## src/rtl/seg_display_pkg.sv

```systemverilog
// Shared 7-segment display definitions: blank pattern, scan slot states and
// the output polarity helper.
package seg_display_pkg;

  localparam logic [7:0] SEG_BLANK = 8'h00;

  typedef enum logic {
    ST_BLANK = 1'b0,
    ST_ON    = 1'b1
  } slot_state_t;

  // Internal patterns are logical (1 = lit); polarity is applied only here.
  function automatic logic [7:0] apply_pol(input logic [7:0] val, input logic active_low);
    return active_low ? ~val : val;
  endfunction

endpackage

```

## src/rtl/seg_scan_controller_if.sv

```systemverilog
// Frame write port of the scan controller: valid/ready handshake carrying one
// 8-bit logical pattern per digit, digit 0 in the low byte.
interface seg_scan_controller_if #(
  parameter int unsigned NUM_DIGITS = 4
);
  logic                    wr_valid;
  logic                    wr_ready;
  logic [8*NUM_DIGITS-1:0] wr_data;

  modport master (output wr_valid, output wr_data, input wr_ready);
  modport slave  (input wr_valid, input wr_data, output wr_ready);
endinterface

```

## src/rtl/seg_slot_timer.sv

```systemverilog
// Loadable down-counter timing the BLANK and ON slots; done flags the last
// cycle of the current slot.
module seg_slot_timer #(
  parameter int unsigned   CW      = 16,
  parameter logic [CW-1:0] RST_VAL = '0
) (
  input  logic          clk,
  input  logic          rst_n,
  input  logic          load,
  input  logic [CW-1:0] load_val,
  output logic          done
);
  logic [CW-1:0] cnt;

  always_ff @(posedge clk or negedge rst_n) begin
    if (!rst_n) begin
      cnt <= RST_VAL;
    end else if (load) begin
      cnt <= load_val;
    end else if (cnt != '0) begin
      cnt <= cnt - CW'(1);
    end
  end

  assign done = (cnt == '0);
endmodule

```

## src/rtl/seg_scan_controller.sv

```systemverilog
// Time-multiplexed 7-segment scan driver with blanking gaps and frame-aligned
// double-buffered pattern updates.
module seg_scan_controller
  import seg_display_pkg::*;
#(
  parameter int unsigned  NUM_DIGITS       = 4,
  parameter int unsigned  DIGIT_CYCLES     = 50000,
  parameter int unsigned  BLANK_CYCLES     = 500,
  parameter bit           ANODE_ACTIVE_LOW = 1'b1,
  parameter bit           CATH_ACTIVE_LOW  = 1'b1,
  localparam int unsigned SELW             = $clog2(NUM_DIGITS)
) (
  input  logic                  clk,
  input  logic                  rst_n,
  seg_scan_controller_if.slave  wr,
  output logic [SELW-1:0]       sel,
  output logic [NUM_DIGITS-1:0] anodes,
  output logic [7:0]            cathodes,
  output logic                  frame_start
);
  localparam int unsigned MAXC = (DIGIT_CYCLES > BLANK_CYCLES) ? DIGIT_CYCLES : BLANK_CYCLES;
  localparam int unsigned CW   = $clog2(MAXC + 1);
  localparam logic [CW-1:0] LD_ON    = CW'(DIGIT_CYCLES - 1);
  localparam logic [CW-1:0] LD_BLANK = (BLANK_CYCLES == 0) ? '0 : CW'(BLANK_CYCLES - 1);
  localparam logic [SELW-1:0] LAST   = SELW'(NUM_DIGITS - 1);
  localparam logic [NUM_DIGITS-1:0] AN_OFF = {NUM_DIGITS{ANODE_ACTIVE_LOW}};

  slot_state_t                 state, nxt_state;
  logic [SELW-1:0]             digit, nxt_digit;
  logic [NUM_DIGITS-1:0][7:0]  active, pending, nxt_active;
  logic                        pending_full, wr_ready_q;
  logic                        done, boundary, commit, accept;
  logic [7:0]                  nxt_lit;
  logic [NUM_DIGITS-1:0]       anode_en;
  logic [CW-1:0]               load_val;

  // Reset counts as entry into digit 0's BLANK slot, so the timer resets to the BLANK reload.
  seg_slot_timer #(
    .CW      (CW),
    .RST_VAL (LD_BLANK)
  ) u_timer (
    .clk      (clk),
    .rst_n    (rst_n),
    .load     (done),
    .load_val (load_val),
    .done     (done)
  );

  always_comb begin
    nxt_state = state;
    nxt_digit = digit;
    boundary  = 1'b0;
    if (done) begin
      if (state == ST_BLANK) begin
        nxt_state = ST_ON;
      end else begin
        nxt_state = (BLANK_CYCLES == 0) ? ST_ON : ST_BLANK;
        if (digit == LAST) begin
          nxt_digit = '0;
          boundary  = 1'b1;
        end else begin
          nxt_digit = digit + SELW'(1);
        end
      end
    end
    commit     = boundary && pending_full;
    accept     = wr.wr_valid && !pending_full;
    nxt_active = commit ? pending : active;
    nxt_lit    = nxt_active[nxt_digit];
    anode_en   = '0;
    if (nxt_state == ST_ON) begin
      for (int unsigned i = 0; i < NUM_DIGITS; i++) begin
        anode_en[i] = (nxt_digit == SELW'(i));
      end
    end
    load_val = (nxt_state == ST_ON) ? LD_ON : LD_BLANK;
  end

  // Outputs are registered from next-state values so they change on the same edge as the state.
  always_ff @(posedge clk or negedge rst_n) begin
    if (!rst_n) begin
      state        <= ST_BLANK;
      digit        <= '0;
      active       <= {NUM_DIGITS{SEG_BLANK}};
      pending      <= {NUM_DIGITS{SEG_BLANK}};
      pending_full <= 1'b0;
      wr_ready_q   <= 1'b1;
      sel          <= '0;
      anodes       <= AN_OFF;
      cathodes     <= apply_pol(SEG_BLANK, CATH_ACTIVE_LOW);
      frame_start  <= 1'b0;
    end else begin
      state       <= nxt_state;
      digit       <= nxt_digit;
      active      <= nxt_active;
      if (accept) begin
        pending      <= wr.wr_data;
        pending_full <= 1'b1;
        wr_ready_q   <= 1'b0;
      end else if (commit) begin
        pending_full <= 1'b0;
        wr_ready_q   <= 1'b1;
      end
      sel         <= nxt_digit;
      anodes      <= anode_en ^ AN_OFF;
      cathodes    <= apply_pol(nxt_lit, CATH_ACTIVE_LOW);
      frame_start <= boundary;
    end
  end

  assign wr.wr_ready = wr_ready_q;
endmodule

```

## src/flat_wrapper.sv

```systemverilog
// flat-port wrapper written by rule: the top's interface ports become plain ports
module seg_scan_controller_flat import seg_display_pkg::*;
#(
  parameter int unsigned  NUM_DIGITS       = 4,
  parameter int unsigned  DIGIT_CYCLES     = 50000,
  parameter int unsigned  BLANK_CYCLES     = 500,
  parameter bit           ANODE_ACTIVE_LOW = 1'b1,
  parameter bit           CATH_ACTIVE_LOW  = 1'b1,
  localparam int unsigned SELW             = $clog2(NUM_DIGITS)
)
  (clk, rst_n, sel, anodes, cathodes, frame_start, wr_wr_valid, wr_wr_data, wr_wr_ready);
  seg_scan_controller_if #(.NUM_DIGITS(NUM_DIGITS)) wr_i ();
  input  logic clk;
  input  logic rst_n;
  output logic [SELW-1:0] sel;
  output logic [NUM_DIGITS-1:0] anodes;
  output logic [7:0] cathodes;
  output logic frame_start;
  input wire logic [$bits(wr_i.wr_valid)-1:0] wr_wr_valid;
  input wire logic [$bits(wr_i.wr_data)-1:0] wr_wr_data;
  output wire logic [$bits(wr_i.wr_ready)-1:0] wr_wr_ready;
  assign wr_i.wr_valid = wr_wr_valid;
  assign wr_i.wr_data = wr_wr_data;
  assign wr_wr_ready = wr_i.wr_ready;
  seg_scan_controller #(.NUM_DIGITS(NUM_DIGITS), .DIGIT_CYCLES(DIGIT_CYCLES), .BLANK_CYCLES(BLANK_CYCLES), .ANODE_ACTIVE_LOW(ANODE_ACTIVE_LOW), .CATH_ACTIVE_LOW(CATH_ACTIVE_LOW)) u_core (.clk(clk), .rst_n(rst_n), .wr(wr_i), .sel(sel), .anodes(anodes), .cathodes(cathodes), .frame_start(frame_start));
endmodule
```

## config.mk

```make
export PLATFORM = sky130hd
export DESIGN_NAME = seg_scan_controller_flat
export DESIGN_NICKNAME = d
export VERILOG_FILES = /design/src/rtl/seg_display_pkg.sv /design/src/rtl/seg_scan_controller_if.sv /design/src/rtl/seg_slot_timer.sv /design/src/rtl/seg_scan_controller.sv /design/src/flat_wrapper.sv
export SDC_FILE = /design/constraint.sdc
export NUM_CORES = 1
export LEC_CHECK = 0
export ABC_AREA = 1
export BUFFER_PORTS_ARGS = -buffer_cell sky130_fd_sc_hd__buf_2
export CORE_UTILIZATION = 45
export CTS_CLUSTER_DIAMETER = 150
export DETAILED_ROUTE_END_ITERATION = 12
export GPL_TIMING_DRIVEN = 0
export SYNTH_ARGS = -nofsm -noshare
export SYNTH_HDL_FRONTEND = slang
export SYNTH_SLANG_ARGS = --single-unit
```

## constraint.sdc

```tcl
create_clock -name clk -period 4.7 [get_ports clk]
set_input_delay 0 -clock clk [delete_from_list [all_inputs] [get_ports clk]]
set_output_delay 0 -clock clk [all_outputs]
set_load 0.1 [all_outputs]
```

==> results.txt, run 1 <==
#FFs+latches synth: 98
CORE AREA: 10300 um^2
die area: 11100 um^2
CTS H-tree depth: 3
largest net degree at the start of global routing: 51
Tightest Hold Check Type: input port to async pin
cell count along the critical path: 13
CTS root buf: clkbuf_8
LEAKAGE: 0.00321 uW
Final setup viols: 0
Die Ht: 105 um
CTS tree: yes
drt initial violations: 81
Fmax: 500 MHz
r2r endpoint: u_core.cathodes[2]
r2r setup slk: 2.70 ns
Max VDD drop: 0.000151 V
post-route antenna net violation count: 0
fin nets: 695
Final HPWL DP: 6960 um
fin util: 56.1%
# rows: 37
cells resized by post-CTS repair: 0
Top-Level Pins: 51
CP Max Fanout: 9
Syn Inst Count: 562
first-pass GRT wire length: 17500 um
CP delay by family, top: simple AND/OR/NAND/NOR gates
arrival time worst endpoint: 2.30 ns
CTS clk-pin slew, worst paths: 0.10 ns
syn nets: 599
clk_skew: 0.0111 ns
number of global-route vias before repair: 3734
PortBufs: 50
register area share after synthesis: 51.6%
Tightest Pin Transition: 0.661 ns
layout cells sized above 1: 22.2%
most common cell after layout, fill and taps aside: nand2_1
initial antenna violation count: 0
share of the synthesized area in the top cell type: 40.7%
post-layout min period: 2.00 ns
unrepaired setup endpoints after global routing: no
Final Max Slew Viols: 0
Synth area leader: dfrtp_1
DRC violations left: 0
ranking of synthesized cells by area: dfrtp_1 41%, nand2_1 13%, dfstp_2 11%
total vias in the final route: 3642
total CTS buffers: 9
Cell Chain, Critical Path: inv_1, ha_1, nand2_4, nor2_8, nand2_8, nand2_2, nand2_4, inv_2, nor2_8, nand2_1, nand2_1, inv_1, nand2_1
slowest CP cell: dfstp_2
wire per inst: 12.5 um
WP data required: 5.00 ns
Worst setup SP type: flip-flop
most used cell, CP: nand2_1
Synth cell types: 32
total wire length: 10000 um
Total Neg Setup Slack: 0 ns
synthesis-to-finish area growth: 20.7%
power per cell area: 269 nW/um^2
worst-skew pair later-pin latency: 0.35 ns
Hold Slack: 0.221 ns
Final period util: 42.5%
Die Wd: 105 um
final hold vios: 0
via/cell ratio: 4.56
worst r2r src: u_core.u_timer.cnt[0]
Routability Congestion: 0.818
Slew HR: 55.9%
Max-Cap Viols: 0
grt ovf: 0
Global Route Usage Sum: 19.9%
outcome: completed
FF-to-FF path depth: 13
clk buf depth: 2
slowest cell delay on critical path: 0.54 ns
number of diodes: 0
CP Class: flip-flop to flip-flop
total clock sinks: 98
commonest non-fill, non-tap cells in the layout: 167 x nand2_1, 127 x inv_1, 78 x dfrtp_1, 51 x buf_2, 38 x o21ai_0
Netlist Area Pre-Place: 4800 um^2
worst path buffer plus inverter count: 3
drt pass-1 iters: 4
Initial Utilization: 46.5%
critical path capture point type: flip-flop
Ys Warns: 0
Syn Area/Cell: 8.54 um^2
## what timing repair did
item                      in CTS  in global routing
hold endpoints to repair      72                  0
setup buffers                  0                  0
hold buffers                  34                  0
## synth_stat cells
cell type,number
buf_2,2
o21ai_0,38
inv_1,127
nand2_8,1
buf_8,2
buf_4,2
o21a_1,1
buf_1,1
nand4_1,3
inv_4,1
nand2_2,13
nor2_8,6
inv_2,2
a31oi_1,1
ha_1,2
dfstp_2,20
nor2_2,5
dfrtp_1,78
nand2_1,167
clkbuf_8,3
nand4_4,1
a21oi_1,3
nor2_4,2
buf_12,1
nor4_1,2
clkbuf_1,6
xnor2_1,8
nand2_4,6
nor2_1,17
xor2_1,4
nand3_1,23
nand3_2,14
## power breakdown
part | internal (uW) | switching (uW)
Combinational | 45.9 | 62.7
Clock | 263 | 299
Sequential | 881 | 9.19
## sequential cells by signal, summed over array words and instances, names as in the netlist
name                 flops
u_core.active           32
u_core.pending          32
u_core.u_timer.cnt      16
u_core.cathodes          8
u_core.anodes            4
u_core.sel               2
u_core.frame_start       1
u_core.pending_full      1
u_core.state             1
u_core.wr.wr_ready       1
## worst reg2reg max path, cell delays in order, from the launching register on
cell and delay [ns]:
dfstp_2 0.54, inv_1 0.06, ha_1 0.26, nand2_4 0.14, nor2_8 0.08, nand2_8 0.12, nand2_2 0.08, nand2_4 0.15
inv_2 0.08, nor2_8 0.15, nand2_1 0.11, nand2_1 0.07, inv_1 0.04, nand2_1 0.06
## area by class of cell
type / instances / area (um^2)
buffer: 17 / 143
clock buffer: 11 / 141
clock inverter: 5 / 61.3
fill: 974 / 4530
inverter: 130 / 490
multi-input combinational: 317 / 1690
sequential: 98 / 2480
tap: 136 / 170
timing repair buffer: 85 / 621
## how the worst max path moves through the flow
stage | to | from | slack [ns]
global route | u_core.cathodes[4] | u_core.u_timer.cnt[0] | 2.55
CTS | u_core.cathodes[2] | u_core.u_timer.cnt[0] | 2.66
detailed placement | u_core.cathodes[2] | u_core.u_timer.cnt[0] | 2.68
finish | u_core.cathodes[2] | u_core.u_timer.cnt[0] | 2.70
global placement | u_core.pending[19] | rst_n | 2.60
floorplan | u_core.cathodes[0] | u_core.sel[0] | 2.47
## per-layer routing
metal,up-vias,track usage (%),wire [um]
li1,1845,-,-
met1,1730,26.8,4890
met2,51,33.6,4750
met3,16,2.78,216
met4,0,5.84,170
met5,-,0,0
## metrics by stage
step / setup WS, ns / total power, uW / std cells / instance area [um^2]
after floorplan: 2.47 / 947 / 562 / 4800
after global placement: 2.60 / 989 / 748 / 5220
after detailed placement: 2.68 / 995 / 749 / 5250
after CTS: 2.66 / 1580 / 799 / 5790
after global routing: 2.55 / 1630 / 799 / 5790
final: 2.70 / 1560 / 799 / 5790
## cell families (layout without fill, tap and decap cells)
family,after synthesis,after routing,share of synthesized area [%]
AND/OR/NAND/NOR,260,260,27.9
buffers and inverters,147,248,13.2
flip-flops,98,98,51.6
AO/OA/AOI/OAI,43,43,4.56
XOR/XNOR,12,12,2.19
adder cells (fa/ha/maj),2,2,0.521
Power figures use the tool's default switching activity.
==> run 2, diff against run 1 <==
Settings changed: PLACE_DENSITY set to 0.66.
Clock period 4.7 ns to 1.6 ns, I/O delays scaled along.
==> run 2 against run 1 <==
  * Via count up 8.6%
  * Sequential share of layout area down 4.7 points
  * Final cell count up 4.5%
  * Critical endpoint is now u_core.cathodes[1]
  * Largest power group unchanged
  * First-iteration DRC count is 110% higher
  * Power grew to 2.9 times the previous value
  * The run now ends with negative setup slack left
  * Flip-flop and latch count unchanged
==> results.txt, run 2 (synthesized netlist as in run 1, its figures left out) <==
Hold Slack: 0.156 ns
wire per inst: 14.1 um
clk buf depth: 2
synthesis-to-finish area growth: 36.0%
grt ovf: 0
worst-skew pair later-pin latency: 0.38 ns
CORE AREA: 10300 um^2
outcome: complete, but fails checks
r2r endpoint: u_core.cathodes[1]
commonest non-fill, non-tap cells in the layout: 142 x nand2_1, 112 x inv_1, 75 x dfrtp_1, 50 x buf_2
PortBufs: 50
CTS tree: yes
Cell Chain, Critical Path: inv_2, ha_4, nand2_4, nor2_8, nand2_8, buf_12, nand2_4, nand2_8, inv_4, nor2_8, nand2_1, nand2_2, inv_1, nand2_1
total wire length: 11800 um
# rows: 37
crit path capture: u_core.cathodes[1]
largest net degree at the start of global routing: 54
Routability Congestion: 0.791
FF-to-FF path depth: 14
initial antenna violation count: 0
Sequential Area: 2490 um^2
Final HPWL DP: 6920 um
Setup crit start: u_core.u_timer.cnt[1]
drt pass-1 iters: 4
die area: 11100 um^2
fin util: 63.2%
Tightest Hold Check Type: input port to async pin
slowest cell delay on critical path: 0.56 ns
WP data required: 1.92 ns
CP Max Fanout: 6
Max VDD drop: 0.000474 V
post-route antenna net violation count: 0
Top-Level Pins: 51
Initial Utilization: 46.5%
Final Max Slew Viols: 0
total area of multi-input combinational cells: 2010 um^2
Area after DPL: 5290 um^2
DRC violations left: 0
Die Wd: 105 um
Slew HR: 59.6%
power per cell area: 690 nW/um^2
failing checks: negative setup slack
worst r2r src: u_core.u_timer.cnt[1]
LEAKAGE: 0.00342 uW
final hold vios: 0
total CTS buffers: 9
Worst setup SP type: flip-flop
total clock sinks: 98
post-layout min period: 1.87 ns
critical path capture point type: flip-flop
Final period util: 117%
layout cells sized above 1: 37.6%
arrival time worst endpoint: 2.19 ns
registers with the most flip-flops: u_core.active: 32 flops, u_core.pending: 32 flops, u_core.u_timer.cnt: 16 flops
setup slack after layout: -0.270 ns
total vias in the final route: 3954
Placed Cells: 749
Pwr Total: 4500 uW
clock share of power: 34.5%
most common cell after layout, fill and taps aside: nand2_1
Net Sw Power: 1150 uW
CTS root buf: clkbuf_8
post-route cell area: 6530 um^2
P_int: 3350 uW
Global Route Usage Sum: 22.4%
Tightest Pin Transition: 0.607 ns
layout filler cell count: 869
Max-Cap Viols: 0
clk_skew: 0.0171 ns
Logic pwr share: 7.4%
number of diodes: 0
Die Ht: 105 um
post-route non-filler standard cell count: 835
CTS clk-pin slew, worst paths: 0.11 ns
r2r setup slk: -0.27 ns
fin nets: 731
CTS H-tree depth: 3
Fmax: 535 MHz
via/cell ratio: 4.74
Switching Share: 25.6%
number of global-route vias before repair: 3996
CP Class: flip-flop to flip-flop
Final setup viols: 53
unrepaired setup endpoints after global routing: yes
drt initial violations: 168
slowest CP cell: dfstp_2
sequential power share: 58.1%
first-pass GRT wire length: 19200 um
[run 2: worst max-delay path, delay by kind of cell, from the launching register on]
family | cells | cell delay, ns
adder cells (fa/ha/maj) | 1 | 0.16
flip-flops | 1 | 0.56
buffers and inverters | 4 | 0.28
AND/OR/NAND/NOR | 9 | 0.79
[run 2: worst min-delay path by stage]
stage | from | endpoint | slack (ns)
floorplan | rst_n | u_core.active[0] | -0.30
finish | rst_n | u_core.u_timer.cnt[11] | 0.16
detailed placement | rst_n | u_core.u_timer.cnt[13] | 0.05
CTS | rst_n | u_core.u_timer.cnt[13] | 0.18
global route | rst_n | u_core.u_timer.cnt[13] | 0.20
global placement | wr_wr_data[9] | u_core.pending[9] | 0.21
[run 2: routing by layer]
| layer | wire (um) | GRT usage [%] | vias up |
|---|---|---|---|
| li1 | - | - | 1918 |
| met1 | 5290 | 30.2 | 1933 |
| met2 | 5910 | 36.8 | 87 |
| met3 | 391 | 3.46 | 16 |
| met4 | 208 | 7.85 | 0 |
| met5 | 0 | 0 | - |
[run 2: what timing repair did]
action	CTS	global route
gates resized for setup	61	50
endpoints found under the setup margin	76	86
endpoints found under the hold margin	69	0
setup buffers	26	7
hold buffers	34	0
gates cloned	7	0
pin swaps	38	26
[run 2: per-stage QoR]
step                      setup TNS, ns  setup WS, ns
final                             -5.10        -0.270
after global routing              -8.79        -0.348
after CTS                         -3.00        -0.217
after detailed placement         -11.66        -0.358
after global placement           -47.10        -0.787
after floorplan                  -0.846        -0.105
[run 2: power by group through the flow]
stage	combinational (uW)	clock (uW)	sequential [uW]
final	335	1550	2620
after global routing	381	1700	2630
after CTS	335	1570	2620
after detailed placement	261	0	2660
after global placement	245	0	2660
after floorplan	105	0	2680
[run 2: final cells by class]
| type | count | share of cell area (%) |
|---|---|---|
| clock inverter | 6 | 0.728 |
| tap | 136 | 2.61 |
| clock buffer | 10 | 2.11 |
| inverter | 130 | 7.82 |
| buffer | 16 | 2.34 |
| multi-input combinational | 319 | 30.8 |
| sequential | 98 | 38.1 |
| timing repair buffer | 120 | 15.5 |
